===== src/rtl/fpmul_arbiter.sv =====
// Round-robin front end sharing one FPMul core between NREQ requesters.
// Grants one requester, issues a start pulse, waits for done (or watchdog) and returns the result.
module fpmul_arbiter #(
    parameter int NREQ    = 2,
    parameter int TIMEOUT = 64,
    parameter int CW      = 7
) (
    input  logic                  clk,
    input  logic                  rst,
    input  logic [NREQ-1:0]       req,
    input  logic [NREQ-1:0][31:0] opa,
    input  logic [NREQ-1:0][31:0] opb,
    output logic [NREQ-1:0]       gnt,
    output logic [NREQ-1:0]       rsp_valid,
    output logic                  rsp_err,
    output logic [31:0]           rsp_p,
    output logic [5:0]            rsp_flags,
    output logic                  fpm_start,
    output logic [31:0]           fpm_opa,
    output logic [31:0]           fpm_opb,
    input  logic                  fpm_done,
    input  logic [31:0]           fpm_p,
    input  logic [5:0]            fpm_flags,
    output logic                  busy,
    output logic                  timeout_sticky
);
    localparam int PW = (NREQ > 1) ? $clog2(NREQ) : 1;

    typedef enum logic [1:0] {S_IDLE, S_ISSUE, S_WAIT, S_RESP} state_t;

    state_t        state;
    logic [PW-1:0] ptr, gidx, pick;
    logic          found;
    logic [CW-1:0] cnt;

    // Scan from the highest offset down so the nearest set bit at or after ptr wins.
    always_comb begin
        pick  = '0;
        found = 1'b0;
        for (int i = NREQ - 1; i >= 0; i--) begin
            if (req[(int'(ptr) + i) % NREQ]) begin
                pick  = PW'((int'(ptr) + i) % NREQ);
                found = 1'b1;
            end
        end
    end

    assign busy = (state != S_IDLE);

    always_ff @(posedge clk or negedge rst) begin
        if (!rst) begin
            state          <= S_IDLE;
            ptr            <= '0;
            gidx           <= '0;
            cnt            <= '0;
            gnt            <= '0;
            rsp_valid      <= '0;
            rsp_err        <= 1'b0;
            rsp_p          <= '0;
            rsp_flags      <= '0;
            fpm_start      <= 1'b0;
            fpm_opa        <= '0;
            fpm_opb        <= '0;
            timeout_sticky <= 1'b0;
        end else begin
            fpm_start <= 1'b0;
            rsp_valid <= '0;
            case (state)
                S_IDLE: begin
                    if (found) begin
                        gnt       <= '0;
                        gnt[pick] <= 1'b1;
                        gidx      <= pick;
                        fpm_opa   <= opa[pick];
                        fpm_opb   <= opb[pick];
                        fpm_start <= 1'b1;
                        state     <= S_ISSUE;
                    end
                end
                S_ISSUE: begin
                    cnt   <= '0;
                    state <= S_WAIT;
                end
                S_WAIT: begin
                    // done takes priority over a watchdog expiry in the same cycle
                    if (fpm_done) begin
                        rsp_p           <= fpm_p;
                        rsp_flags       <= fpm_flags;
                        rsp_err         <= 1'b0;
                        rsp_valid[gidx] <= 1'b1;
                        state           <= S_RESP;
                    end else if (cnt == CW'(TIMEOUT - 1)) begin
                        rsp_p           <= '0;
                        rsp_flags       <= '0;
                        rsp_err         <= 1'b1;
                        timeout_sticky  <= 1'b1;
                        rsp_valid[gidx] <= 1'b1;
                        state           <= S_RESP;
                    end else begin
                        cnt <= cnt + 1'b1;
                    end
                end
                S_RESP: begin
                    gnt   <= '0;
                    ptr   <= (int'(gidx) == NREQ - 1) ? '0 : gidx + 1'b1;
                    state <= S_IDLE;
                end
                default: state <= S_IDLE;
            endcase
        end
    end
endmodule


===== config.mk =====
export PLATFORM = sky130hd
export DESIGN_NAME = fpmul_arbiter
export DESIGN_NICKNAME = d
export VERILOG_FILES = /design/src/rtl/fpmul_arbiter.sv
export SDC_FILE = /design/constraint.sdc
export NUM_CORES = 1
export LEC_CHECK = 0
export CAP_MARGIN = 15
export CORE_UTILIZATION = 35
export CTS_CLUSTER_DIAMETER = 30
export DETAILED_ROUTE_END_ITERATION = 6
export GPL_TIMING_DRIVEN = 0
export MAX_ROUTING_LAYER = met4
export PLACE_DENSITY = 0.74
export SLEW_MARGIN = 25
export SYNTH_ARGS = -nofsm -noshare
export SYNTH_HDL_FRONTEND = slang
export SYNTH_SLANG_ARGS = --single-unit

===== constraint.sdc =====
create_clock -name clk -period 2.4 [get_ports clk]
set_clock_uncertainty 0.2 [all_clocks]
set_input_delay 0.24 -clock clk [delete_from_list [all_inputs] [get_ports clk]]
set_output_delay 0.24 -clock clk [all_outputs]
set_load 0.01 [all_outputs]

==> results.yml <==
placed_design:
  gp_congestion: 0.814
  place_hpwl_um: 12500
  io_buffers: 280
  dp_cells: 910
  placed_area_sq_um: 8200
  pre_cts_slack_ps: 51.1
synth:
  synth_area_sq_um: 5140
  yosysWarnings: 0
  synth_seq_area_share_pct: 58.4
  syn_area_per_cell_sq_um: 11.5
  synth-main-ff-cell: "dfrtp_1"
  ys_seq_elements: 120
  synth_edf_count: 0
  yosysUniqueCellTypes: 36
  syn_nets: 626
  synth_cells: 449
  ys_async_sr_fraction_pct: 100
worst_setup_path:
  cp.required_ps: 1960
  reg2regPathDepth: 6
  worstSetupStartpointType: "flop"
  r2r_start: "state[0]$_DFFE_PN0P_"
  rrSetupSlack_ps: 240
  crit_fanout: 4
  worstSetupEndpointType: "output port"
  critPathMaxStageDelay_ps: 550
  r2r-end: "rsp_p[26]$_DFFE_PN0P_"
  cp_slowest_cell: "clkdlybuf4s50_1"
  path_cells: "inv_1 -> ha_1 -> inv_1 -> clkdlybuf4s50_1"
  cpMostUsedCell: "inv_1"
  critPathArrivalTime_ps: 1840
  crit_type: "flop to output port"
sta:
  period_needed_ps: 2280
  tightestPinTransition_ps: 654
  rsz0062_at_grt: "false"
  max_freq_mhz: 438
  final.period_utilization_pct: 95.1
  setup_viol: 0
  drv_slew: 0
  worst_slack_ps: 119
  hold_violations: 0
  hold_ws_ps: 222
  setup_tns_ps: 0
  max-slew-margin-rel_pct: 56.4
layout:
  layout_commonest_cell: "clkdlybuf4s50_1"
  syn2layout_area_growth_pct: 72.9
  fin_cells: 942
  drive_gt1_share_pct: 7.22
  diodes: 0
  fin_util_pct: 63.1
  final_nets: 927
  layout_common_cells: "279 x clkdlybuf4s50_1, 120 x dfrtp_1, 71 x nand2_1"
  final_cell_area_sq_um: 8890
global_route:
  grt_pass1_wl_um: 23700
  grt_use_total_pct: 21.7
  grt_pass1_vias: 4750
  antenna_found_initial: 0
  grt_remaining_overflow: 0
  grt_max_degree: 71
pwr:
  p_leak_nw: 4.03
  peakVddDrop_mv: 0.587
  powerDensity_nw_per_um2: 1220
  power.total_mw: 10.9
flow_run:
  cap_violations: 0
clock_tree:
  cts_root_buf: "clkbuf_16"
  cts-htree-levels: 4
  numCtsBuffers: 17
  cts_setup_buffers: 0
  cts_buffer_depth: 2
  path_clk_slew_ps: 50
  numClockSinks: 120
  clock_latency_ps: 400
  cts_tree: "done"
route:
  vias_per_cell: 4.88
  wl_um: 15900
  drt_iter0_markers: 172
  vias: 4601
  postRouteAntennaNets: 0
  wire_per_inst_um: 16.9
  drc: 0
  dr.pass1.iters: 4
worst_hold_path:
  hold_depth: 1
  min-delay-start: "gidx$_DFFE_PN0P_"
  hp-class: "flop to flop"
  hold_end: "rsp_valid[0]$_DFF_PN0_"
floorplan:
  die_w_um: 123
  die_h_um: 123
  row_count: 43
  core_sq_um: 14100
  dieArea_sq_um: 15200
  io_pins: 281
  start_util_pct: 36.5
outcome:
  status: "finished, final reports clean"
## registers in the layout, summed over array words and instances, names as in the netlist, 2 cells and up
| register | flops |
|---|---|
| fpm_opb | 32 |
| rsp_valid | 2 |
| gnt | 2 |
| state | 2 |
| rsp_p | 32 |
| rsp_flags | 6 |
| cnt | 7 |
| fpm_opa | 32 |
## metal layers
layer / share of wire [%] / GRT usage, % / up-vias
met5: 0 / - / -
met4: 2.4 / 8.36 / 0
met3: 4.9 / 5.26 / 27
met2: 52 / 36.8 / 158
met1: 41 / 24.6 / 2225
li1: - / - / 2191
## worst max path at each step
| stage | start | to | slack, ps |
|---|---|---|---|
| 4_1_cts | state[0]$_DFFE_PN0P_ | busy | 90 |
| 2_1_floorplan | state[0]$_DFFE_PN0P_ | rsp_flags[0]$_DFFE_PN0P_ | 620 |
| 5_1_grt | state[0]$_DFFE_PN0P_ | busy | 30 |
| 3_3_place_gp | rst | fpm_opb[1]$_DFFE_PN0P_ | -3600 |
| 3_5_place_dp | req[1] | fpm_opb[20]$_DFFE_PN0P_ | 50 |
| 6_report | state[0]$_DFFE_PN0P_ | busy | 120 |
## Yosys cell counts, types with 2 or more instances
| master | count | area (sq um) |
|---|---|---|
| a21o_1 | 2 | 15.0 |
| a22o_1 | 39 | 342 |
| a31oi_1 | 4 | 25.0 |
| buf_2 | 10 | 50.1 |
| buf_4 | 6 | 45.0 |
| clkbuf_1 | 14 | 52.6 |
| dfrtp_1 | 120 | 3000 |
| ha_1 | 6 | 75.1 |
| inv_1 | 8 | 30.0 |
| mux2i_1 | 66 | 661 |
| nand2_1 | 71 | 267 |
| nand2b_1 | 2 | 12.5 |
| nor2_1 | 8 | 30.0 |
| nor3b_1 | 2 | 15.0 |
| o21ai_0 | 19 | 95.1 |
| o21ai_1 | 51 | 255 |
| o22ai_1 | 2 | 12.5 |
## logic make-up after synthesis
| logic type | Yosys count | synth area share [%] |
|---|---|---|
| XOR/XNOR | 1 | 0.170 |
| AND/OR/NAND/NOR | 93 | 7.81 |
| flip-flops | 120 | 58.4 |
| buffers and inverters | 38 | 3.45 |
| multiplexers | 68 | 13.3 |
| AO/OA/AOI/OAI | 123 | 15.4 |
| adder cells (fa/ha/maj) | 6 | 1.46 |
## worst max-delay path: cells and delay by family (launching register included)
kind | cells | cell delay [ps]
buf+inv | 3 | 780
flops | 1 | 400
fa+ha+maj | 1 | 260
## area by class of cell
type / instances / area, sq um
tap: 180 / 225
clock buffer: 19 / 453
timing repair buffer: 282 / 2840
fill: 1125 / 5200
multi-input combinational: 291 / 1960
sequential: 120 / 3000
buffer: 30 / 154
inverter: 8 / 30.0
clock inverter: 12 / 223
## power breakdown
part	switching [mW]	internal [mW]
clock network	0.879	1.99
registers	0.514	2.92
logic	2.06	2.50
total	3.45	7.42
## timing repair
| item | 4_1_cts | 5_1_grt |
|---|---|---|
| setup endpoints to repair | 0 | 3 |
| gates resized for setup | 0 | 4 |
| hold endpoints to repair | 69 | 0 |
| hold buffers | 1 | 0 |
Note: power is estimated with default switching activity, not from simulation.
